==> src/rtl/util_wdt_recovery.sv <==
// Recovery controller behind a watchdog: issues timed subsystem resets on timeouts,
// holds off while the subsystem re-initialises, and escalates to a sticky fatal state.
module util_wdt_recovery #(
  parameter int unsigned EVT_W = 16,
  parameter int unsigned RTY_W = 8
) (
  input  logic             clk,
  input  logic             rstn,
  input  logic             en,
  input  logic             cnt_pulse,
  input  logic             timeout_in,
  input  logic             alive_in,
  input  logic [15:0]      rst_width,
  input  logic [31:0]      holdoff,
  input  logic [RTY_W-1:0] max_retry,
  input  logic             clr,
  output logic             sub_rstn,
  output logic             fatal,
  output logic             busy,
  output logic [RTY_W-1:0] retry_cnt,
  output logic [EVT_W-1:0] event_cnt,
  output logic [1:0]       state
);

  localparam int unsigned CNT_W = 32;

  typedef enum logic [1:0] {
    ST_IDLE  = 2'd0,
    ST_RESET = 2'd1,
    ST_HOLD  = 2'd2,
    ST_FATAL = 2'd3
  } state_t;

  state_t             state_q, state_n;
  logic [CNT_W-1:0]   cnt_q, cnt_n;
  logic [RTY_W-1:0]   retry_q, retry_n;
  logic [EVT_W-1:0]   evt_q, evt_n;
  logic               timeout_d_q;
  logic               sub_rstn_q, sub_rstn_n;
  logic               fatal_q, fatal_n;
  logic               busy_q, busy_n;
  logic               tedge_c;
  logic [CNT_W-1:0]   width_load_c;

  assign tedge_c      = timeout_in & ~timeout_d_q;
  // A zero width would never reach the count==1 exit, so it is stretched to one tick.
  assign width_load_c = (rst_width == 16'd0) ? CNT_W'(1) : CNT_W'(rst_width);

  // State and counter registers
  always_ff @(posedge clk or negedge rstn) begin
    if (!rstn) begin
      state_q     <= ST_IDLE;
      cnt_q       <= '0;
      retry_q     <= '0;
      evt_q       <= '0;
      timeout_d_q <= 1'b0;
      sub_rstn_q  <= 1'b1;
      fatal_q     <= 1'b0;
      busy_q      <= 1'b0;
    end else begin
      state_q     <= state_n;
      cnt_q       <= cnt_n;
      retry_q     <= retry_n;
      evt_q       <= evt_n;
      timeout_d_q <= timeout_in;
      sub_rstn_q  <= sub_rstn_n;
      fatal_q     <= fatal_n;
      busy_q      <= busy_n;
    end
  end

  // Next-state logic: clr, then enable, then the recovery sequence
  always_comb begin
    state_n = state_q;
    cnt_n   = cnt_q;
    retry_n = retry_q;
    evt_n   = evt_q;

    if (clr) begin
      state_n = ST_IDLE;
      cnt_n   = '0;
      retry_n = '0;
    end else if (!en) begin
      if (state_q == ST_RESET || state_q == ST_HOLD) begin
        state_n = ST_IDLE;
        cnt_n   = '0;
      end
    end else begin
      case (state_q)
        ST_IDLE: begin
          if (tedge_c) begin
            if (evt_q != '1) evt_n = evt_q + EVT_W'(1);
            if (retry_q >= max_retry) begin
              state_n = ST_FATAL;
            end else begin
              retry_n = retry_q + RTY_W'(1);
              state_n = ST_RESET;
              cnt_n   = width_load_c;
            end
          end else if (alive_in) begin
            retry_n = '0;
          end
        end
        ST_RESET: begin
          if (cnt_pulse) begin
            if (cnt_q == CNT_W'(1)) begin
              state_n = ST_HOLD;
              cnt_n   = holdoff;
            end else begin
              cnt_n = cnt_q - CNT_W'(1);
            end
          end
        end
        ST_HOLD: begin
          if (cnt_pulse) begin
            if (cnt_q == '0) state_n = ST_IDLE;
            else             cnt_n   = cnt_q - CNT_W'(1);
          end
        end
        ST_FATAL: begin
          state_n = ST_FATAL;
        end
        default: begin
          state_n = ST_IDLE;
        end
      endcase
    end

    // Outputs follow the next state so they register alongside it.
    sub_rstn_n = !(state_n == ST_RESET || state_n == ST_FATAL);
    fatal_n    = (state_n == ST_FATAL);
    busy_n     = (state_n == ST_RESET || state_n == ST_HOLD);
  end

  assign sub_rstn  = sub_rstn_q;
  assign fatal     = fatal_q;
  assign busy      = busy_q;
  assign retry_cnt = retry_q;
  assign event_cnt = evt_q;
  assign state     = state_q;

endmodule
==> config.mk <==
export PLATFORM = sky130hd
export DESIGN_NAME = util_wdt_recovery
export DESIGN_NICKNAME = d
export VERILOG_FILES = /design/src/rtl/util_wdt_recovery.sv
export SDC_FILE = /design/constraint.sdc
export NUM_CORES = 1
export LEC_CHECK = 0
export ABC_AREA = 1
export CAP_MARGIN = 20
export CORE_ASPECT_RATIO = 1.25
export CORE_UTILIZATION = 45
export DETAILED_ROUTE_END_ITERATION = 6
export MAX_ROUTING_LAYER = met4
export PLACE_DENSITY = 0.7
export SYNTH_ARGS = -nofsm -noshare
export SYNTH_HDL_FRONTEND = slang
export SYNTH_SLANG_ARGS = --single-unit
export TNS_END_PERCENT = 30
==> constraint.sdc <==
create_clock -name clk -period 4.78 [get_ports clk]
set_clock_uncertainty 0.1 [all_clocks]
set_input_delay 1.434 -clock clk [delete_from_list [all_inputs] [get_ports clk]]
set_output_delay 1.434 -clock clk [all_outputs]
set_load 0.005 [all_outputs]
# [Yosys cells after proc, flatten, opt, wreduce, memory -nomap -nowiden]
# Index checks and enable logic that the tools add are counted.
[word_totals] out_inout_bits=29 elab_cells=71 reg_bits=62
[classes] bitwise=3 eq_ne=15 muxes=27 addsub=3 n_reduce_logical=14 n_lt_le_gt_ge=1
[ops] op="32-bit two-way mux" count=9
[ops] op="32-bit case mux with 3 select lines" count=1
[ops] op="8-bit two-way mux" count=6
[ops] op="32-bit by 1-bit equality test with 1-bit output (second input constant)" count=1
[ops] op="32-bit logical NOT" count=1
[ops] op="32-bit by 1-bit subtractor with 32-bit output (second input constant)" count=1
[ops] op="4-bit inequality test (second input constant)" count=5
[ops] op="2-bit two-way mux" count=9
[ops] op="16-bit by 1-bit adder with 16-bit output (second input constant)" count=1
[ops] op="16-bit logical NOT" count=1
[ops] op="16-bit two-way mux" count=1
[ops] op="16-bit inequality test (second input constant)" count=1
[ops] op="8-bit by 1-bit adder with 8-bit output (second input constant)" count=1
[ops] op="2-bit equality test (second input constant)" count=4
[ops] op="8-bit greater-or-equal comparator" count=1
[ops] op="2-bit case mux with 4 select lines" count=1
[ops] op="7-bit AND reduction" count=1
[ops] op="3-bit nonzero test" count=2
[ops] op="5-bit by 1-bit inequality test with 1-bit output (second input constant)" count=1
[ops] op="5-bit AND reduction" count=1
[ops] op="2-bit by 1-bit equality test with 1-bit output (second input constant)" count=2
[ops] op="4-bit AND reduction" count=1
[ops] op="2-bit nonzero test" count=2
[ops] op="1-bit logical OR" count=3
[ops] op="5 further kinds" count=6

# [Longest topological paths before layout]
# Gate-level depths: netlist of the first run.
[depth] depth_word=9 depth_mapped=14 depth_no_buf=13

# [Worst setup path before layout of the first run]
# No wires, ideal clock.
[synth_path] kind="input-to-reg" startpoint="input port max_retry[3]" endpoint="register retry_q[5] (netlist: retry_cnt[5])" arrival_time_ns=2.720 setup_slack_ns=1.842 required_ns=4.561 setup_ns=0.119 stages=13 cell_sequence="inv_1 > ha_1 > nand2_1 > nor2_1 > nor2_1 > nand2_1 > nand2_1 > nand2_1 > nand2_1 > nand3_1 > inv_1 > o21ai_0 > o21a_1"
[synth_between] elab_chain_len=3
[synth_lines] element="start: declaration" line="15" source="input logic [RTY_W-1:0] max_retry,"
[synth_lines] element="8-bit greater-or-equal comparator" line="93" source="if (retry_q >= max_retry) begin"
[synth_lines] element="3-bit inequality test (no source line)"
[synth_lines] element="4-bit AND reduction (no source line)"
[synth_lines] element="end signal: assignment" line="63" source="retry_q <= retry_n;"
[synth_lines] element="end: declaration" line="36" source="logic [RTY_W-1:0] retry_q, retry_n;"
# No other way between the ends.
# A chain may end at the register's enable or synchronous reset.

# [Final worst setup path of the first run]
[layout_path] startpoint="input port en" endpoint="register evt_q[10] (netlist: event_cnt[10])"
[layout_between] elab_chain_len=1
[layout_lines] element="start: declaration" line="9" source="input logic en,"
[layout_lines] element="5-bit AND reduction (no source line)"
[layout_lines] element="end signal: assignment" line="64" source="evt_q <= evt_n;"
[layout_lines] element="end: declaration" line="37" source="logic [EVT_W-1:0] evt_q, evt_n;"
# No other way between the ends.

==> results.json, run 1 <==
{
  "maxCapViolations": 0,
  "drive_above_1_share_pct": 4.67,
  "syn-num-nets": 912,
  "critical-path-slowest-cell": "clkdlybuf4s50_1",
  "design_area_um2": 6390,
  "path_max_fanout": 14,
  "p_leak_uw": 0.00345,
  "drtAntennaViolNets": 0,
  "synth_compound_area_share_pct": 7.28,
  "synth_top_area_share_pct": 29.7,
  "syn_to_final_growth_pct": 24.4,
  "crit_path_end_kind": "flip-flop",
  "path_delay_family": "simple AND/OR/NAND/NOR gates",
  "fill_cells": 1136,
  "yosys.area_share.simple_pct": 41.8,
  "start_util_pct": 46.3,
  "place_area_um2": 6110,
  "status": "completed",
  "async_reset_ff_share_pct": 100,
  "final-instance-count-excl-fill": 1056,
  "fmax_mhz": 290,
  "placed_cells": 1040,
  "synth_xor_area_share_pct": 5.12,
  "swShare_pct": 37.3,
  "setup_viol_count_final": 0,
  "syn_inst": 831,
  "portBuffers": 91,
  "yosys_warnings": 0,
  "via_count": 5251,
  "synth_cell_types": 37,
  "clock-sinks": 62,
  "synth-seq-area-share_pct": 30.2,
  "power_density_nw_per_um2": 291,
  "hold_path_class": "flip-flop to flip-flop",
  "dieArea_um2": 11800,
  "nNetsFinal": 997,
  "die_h_um": 121,
  "crit_chain": "clkdlybuf4s50_1 > inv_1 > nor2_4 > inv_2 > nor3_1 > nand2_1 > nor2_1 > nand2_1 > nor2_1 > nor2_1",
  "grtUsageTotal_pct": 24.5,
  "drt_iter0_markers": 218,
  "pwr-share-clk_pct": 32.6,
  "hpwlAfterDp_mm": 10.1,
  "cts_tree": "done",
  "vdd_ir_drop_max_mv": 0.223,
  "max_slew.worst_pin.slew_ns": 0.869,
  "syn_avg_cell_area_um2": 6.18,
  "insertedDiodeCount": 0,
  "ys_top_cells_by_area": "dfrtp_1 30%, nand2_1 23%, inv_1 8.3%",
  "die_w_um": 97.6,
  "cp.arrival_ns": 3.58,
  "synth_top_family_by_area": "simple AND/OR/NAND/NOR gates",
  "synth_edf_count": 0,
  "core_area_um2": 11100,
  "numCtsBuffers": 9,
  "ys_ff_latch": 62,
  "period_needed_ns": 3.45,
  "busiest_layer": "met2",
  "synth.most_common_cell": "nand2_1",
  "worstSetupPathDepth": 10,
  "p_sw_uw": 693,
  "h-tree-depth": 3,
  "power_frac_comb_pct": 34.7,
  "grt_max_degree": 38,
  "power_frac_seq_pct": 32.8,
  "clk_latency_ns": 0.33,
  "ys_top_cells_by_count": "308 x nand2_1, 114 x inv_1, 108 x nor2_1",
  "drtPass1Iterations": 5,
  "synth_top_flop_cell": "dfrtp_1",
  "overflow": 0,
  "routed_wl_mm": 13.6,
  "met1_usage_pct": 29.4,
  "met3_usage_pct": 3.80,
  "grt_pass1_vias": 4795,
  "r2r_cells": 10,
  "relSlewSlack_pct": 42.1,
  "routed_via_density": 4.97,
  "grt_first_pass_wirelength_mm": 22.7,
  "use_met2_pct": 42.0,
  "cp_common_cell": "nor2_1",
  "synth.area.mux_share_pct": 0,
  "critPathKind": "input port to flip-flop",
  "drc_errors": 0,
  "synth_area_um2": 5140,
  "critical_path_buf_inv_count": 3,
  "num_io_pins": 92,
  "yosys.area.top_type": "dfrtp_1",
  "power.internal_uw": 1170,
  "cts_setup_buffers": 0,
  "cp.required_ns": 4.90,
  "fin_setup_tns_ns": 0,
  "hold_violations": 0,
  "slew_viol_final": 0,
  "gp_congestion": 0.931,
  "cts-resized-gates": 0,
  "clockBufferDepth": 2,
  "slowest_delay_ns": 0.52,
  "rsz0062_at_grt": "false",
  "fin_crit_sh_pct": 72.3,
  "design_power_total_uw": 1860,
  "wl_per_cell_um": 12.8,
  "cts_hold_buffers": 0,
  "holdPathStages": 2,
  "grt_antenna_before_repair": 0,
  "startpoint_type": "input port",
  "fp-row-count": 43,
  "synthAdderAreaFrac_pct": 4.38,
  "clkTransAtPathRegs_ns": 0.06,
  "cts-root-buf": "clkbuf_16"
}
[cell families after synthesis]
kind of cell	count (synthesis)
buf+inv	140
fa+ha+maj	18
flops	62
compound gates	67
xor+xnor	30
simple gates	514
[placed cells by master (no fill, tap or decap), types with 12 or more instances in the layout]
master           netlist  layout
clkdlybuf4s50_1        0      90
inv_1                114     114
nand4_1               12      12
xor2_1                21      21
o21ai_0               31      31
nor2_1               108     108
nand3_1               62      62
dfrtp_1               61      61
ha_1                  18      18
nand2_1              308     308
a21oi_1               21      21
[worst paths after layout]
| kind | startpoint | to | slack, ns |
|---|---|---|---|
| setup / recovery | en | event_cnt[10]$_DFFE_PN0P_ | 1.33 |
| hold / removal | cnt_q[1]$_DFFE_PN0P_ | cnt_q[1]$_DFFE_PN0P_ | 0.39 |
| setup reg to reg | state[1]$_DFF_PN0_ | cnt_q[18]$_DFFE_PN0P_ | 1.61 |
| hold reg to reg | cnt_q[1]$_DFFE_PN0P_ | cnt_q[1]$_DFFE_PN0P_ | 0.39 |
| max in group asynchronous | rstn | sub_rstn$_DFF_PN1_ | 2.69 |
| min in group asynchronous | rstn | cnt_q[20]$_DFFE_PN0P_ | 1.12 |
[metal layers]
metal / up-vias / share of wire (%) / routed length, um
met3: 26 / 4.9 / 660
met5: - / 0 / 0
met2: 132 / 48 / 6560
li1: 2742 / - / -
met1: 2351 / 44 / 6010
met4: 0 / 2.3 / 318
[sequential cells by signal, indices dropped and copies added (netlist names)]
name         cells
fatal            1
cnt_q           32
sub_rstn         1
state            2
event_cnt       16
timeout_d_q      1
busy             1
retry_cnt        8
[area by class of cell]
cell class | instances | area, um2 | area share, %
inverter | 120 | 453 | 7.09
tap | 135 | 169 | 2.64
clock buffer | 10 | 229 | 3.58
timing repair buffer | 94 | 928 | 14.5
multi-input combinational | 629 | 3010 | 47.1
clock inverter | 6 | 47.5 | 0.744
sequential | 62 | 1550 | 24.3
[power groups by stage]
stage / sequential [uW] / combinational [uW] / clock [uW]
after floorplan: 608 / 433 / 0
after global placement: 615 / 631 / 0
after detailed placement: 615 / 636 / 0
after CTS: 608 / 642 / 615
after global routing: 614 / 728 / 639
final: 609 / 644 / 606
[worst register-to-register path: stages, from the launching register on]
cell	delay, ns
dfrtp_1	0.44
inv_1	0.12
ha_1	0.69
clkinv_1	0.69
nand2_1	0.20
a22o_1	0.16
a21oi_2	0.05
nand2_4	0.21
buf_4	0.29
nand2_1	0.08
nand2_1	0.07
[through the flow]
| stage | utilization (%) | setup slack [ns] | hold WS (ns) |
|---|---|---|---|
| final | 57.7 | 1.33 | 0.394 |
| after global routing | 57.7 | 1.11 | 0.417 |
| after CTS | 57.7 | 1.33 | 0.398 |
| after detailed placement | 55.2 | 0.974 | 0.383 |
| after global placement | 55.2 | 1.06 | 0.366 |
| after floorplan | - | 1.84 | 0.349 |
Power figures use the tool's default switching activity.
==> run 2, diff against run 1 <==
Clock period 4.78 ns to 3.38 ns, I/O delays scaled along.
==> run 2 against run 1 <==
  * Flip-flop and latch count unchanged
  * Die area unchanged
  * Global-route usage up 0.60 points
  * First-iteration DRC count up 39%
  * Clock power up 68%
==> results.json, run 2 (synthesis gave the netlist of run 1 again) <==
{
  "reg2reg_slack_ns": 1.10,
  "final_cell_mix": "308 x nand2_1, 114 x inv_1, 108 x nor2_1, 90 x clkdlybuf4s50_1, 62 x nand3_1",
  "slew_viol_final": 0,
  "fmax_mhz": 358,
  "insertedDiodeCount": 0,
  "worstHoldStart": "cnt_q[1]$_DFFE_PN0P_",
  "gp_congestion": 0.900,
  "clkTransAtPathRegs_ns": 0.06,
  "grt_first_pass_wirelength_mm": 22.9,
  "num_io_pins": 92,
  "startpoint_type": "input port",
  "maxCapViolations": 0,
  "drtPass1Iterations": 5,
  "clock-sinks": 62,
  "die_w_um": 97.6,
  "timing.rr.start": "cnt_q[19]$_DFFE_PN0P_",
  "drt_iter0_markers": 303,
  "core_area_um2": 11100,
  "r2r_end": "cnt_q[17]$_DFFE_PN0P_",
  "h-tree-depth": 3,
  "max_slew.worst_pin.slew_ns": 0.647,
  "grt_pass1_vias": 4922,
  "cts_hold_buffers": 0,
  "routed_via_density": 5.00,
  "fin_setup_tns_ns": 0,
  "portBuffers": 91,
  "holdPathStages": 2,
  "syn_to_final_growth_pct": 27.6,
  "multi_input_area_um2": 3010,
  "design_area_um2": 6550,
  "fin_crit_sh_pct": 82.6,
  "hpwlAfterDp_mm": 10.2,
  "drtAntennaViolNets": 0,
  "hold_path_class": "flip-flop to flip-flop",
  "crit_path_end_kind": "flip-flop",
  "cts-resized-gates": 0,
  "dieArea_um2": 11800,
  "relSlewSlack_pct": 56.8,
  "p_leak_uw": 0.00355,
  "status": "completed",
  "worstHoldEndpoint": "cnt_q[1]$_DFFE_PN0P_",
  "via_count": 5339,
  "grt_antenna_before_repair": 0,
  "cp.arrival_ns": 2.97,
  "overflow": 0,
  "path_max_fanout": 16,
  "drive_above_1_share_pct": 5.89,
  "place_area_um2": 6230,
  "seqCellArea_um2": 1550,
  "cts_tree": "done",
  "hold_violations": 0,
  "grt_max_degree": 63,
  "cts_setup_buffers": 0,
  "fp-row-count": 43,
  "grtUsageTotal_pct": 25.1,
  "largest_reg_flops": 32,
  "cts-root-buf": "clkbuf_16",
  "period_needed_ns": 2.79,
  "clockBufferDepth": 2,
  "wl_per_cell_um": 12.9,
  "rsz0062_at_grt": "false",
  "power_density_nw_per_um2": 428,
  "nNetsFinal": 1009,
  "die_h_um": 121,
  "drc_errors": 0,
  "routed_wl_mm": 13.8,
  "setup_viol_count_final": 0,
  "critPathKind": "input port to flip-flop",
  "clk_latency_ns": 0.34,
  "r2r_cells": 11,
  "numCtsBuffers": 9,
  "fill_cells": 1136,
  "cp.required_ns": 3.56,
  "start_util_pct": 46.3,
  "layout_commonest_cell": "nand2_1",
  "top_register": "cnt_q",
  "vdd_ir_drop_max_mv": 0.360
}
[run 2: cell types whose count changed in the layout (fill, tap and decap cells not counted)]
cell / before / now
buf_4: 3 / 13
bufinv_16: 0 / 2
clkinvlp_4: 4 / 0
clkinv_4: 1 / 3
buf_12: 0 / 2
[run 2: final cells by class]
type                       count  area share (%)
multi-input combinational    629            45.9
sequential                    62            23.7
timing repair buffer         106            15.9
inverter                     120            6.91
clock buffer                  10            3.49
tap                          135            2.58
clock inverter                 6            1.45
[run 2: how the worst max path moves through the flow]
stage / start / end / cells past startpoint
2_1_floorplan: max_retry[3] / retry_cnt[5]$_DFFE_PN0P_ / 13
3_3_place_gp: max_retry[3] / busy$_DFF_PN0_ / 14
3_5_place_dp: max_retry[3] / cnt_q[20]$_DFFE_PN0P_ / 15
4_1_cts: max_retry[3] / cnt_q[23]$_DFFE_PN0P_ / 15
5_1_grt: max_retry[3] / cnt_q[17]$_DFFE_PN0P_ / 15
6_report: max_retry[3] / cnt_q[23]$_DFFE_PN0P_ / 15
[run 2: worst max-delay path, stage by stage]
cell             delay, ns
clkdlybuf4s50_1       0.45
inv_1                 0.04
ha_1                  0.29
nand2_1               0.08
nor2_1                0.05
nor2_1                0.07
nand2_1               0.07
nand2_1               0.06
nand2_1               0.09
a21oi_2               0.18
nand2_4               0.16
nor2_4                0.14
buf_12                0.15
nand2_1               0.06
nand2_1               0.06
[run 2: report_power, final]
part	internal (uW)	leakage, uW	switching, uW
combinational	368	0.00257	560
sequential	796	0.000824	63.6
clock	652	0.000157	364
[run 2: stage by stage]
| step | hold slack (ns) | total power [uW] | setup slack [ns] | cells | utilization, % |
|---|---|---|---|---|---|
| after CTS | 0.382 | 2820 | 0.563 | 1068 | 59.1 |
| after detailed placement | 0.367 | 1790 | 0.230 | 1052 | 56.2 |
| final | 0.383 | 2800 | 0.588 | 1068 | 59.1 |
| after global routing | 0.420 | 2990 | 0.391 | 1068 | 59.1 |
| after global placement | 0.365 | 1790 | 0.234 | 1052 | 56.2 |
| after floorplan | 0.349 | 1470 | 0.862 | 831 | - |
[run 2: per-layer routing]
layer / vias up / part of all wire, % / global-route usage, %
li1: 2764 / - / -
met1: 2417 / 43 / 30.1
met2: 128 / 49 / 42.2
met3: 30 / 4.7 / 4.15
met4: 0 / 3.0 / 10.4
met5: - / 0 / -
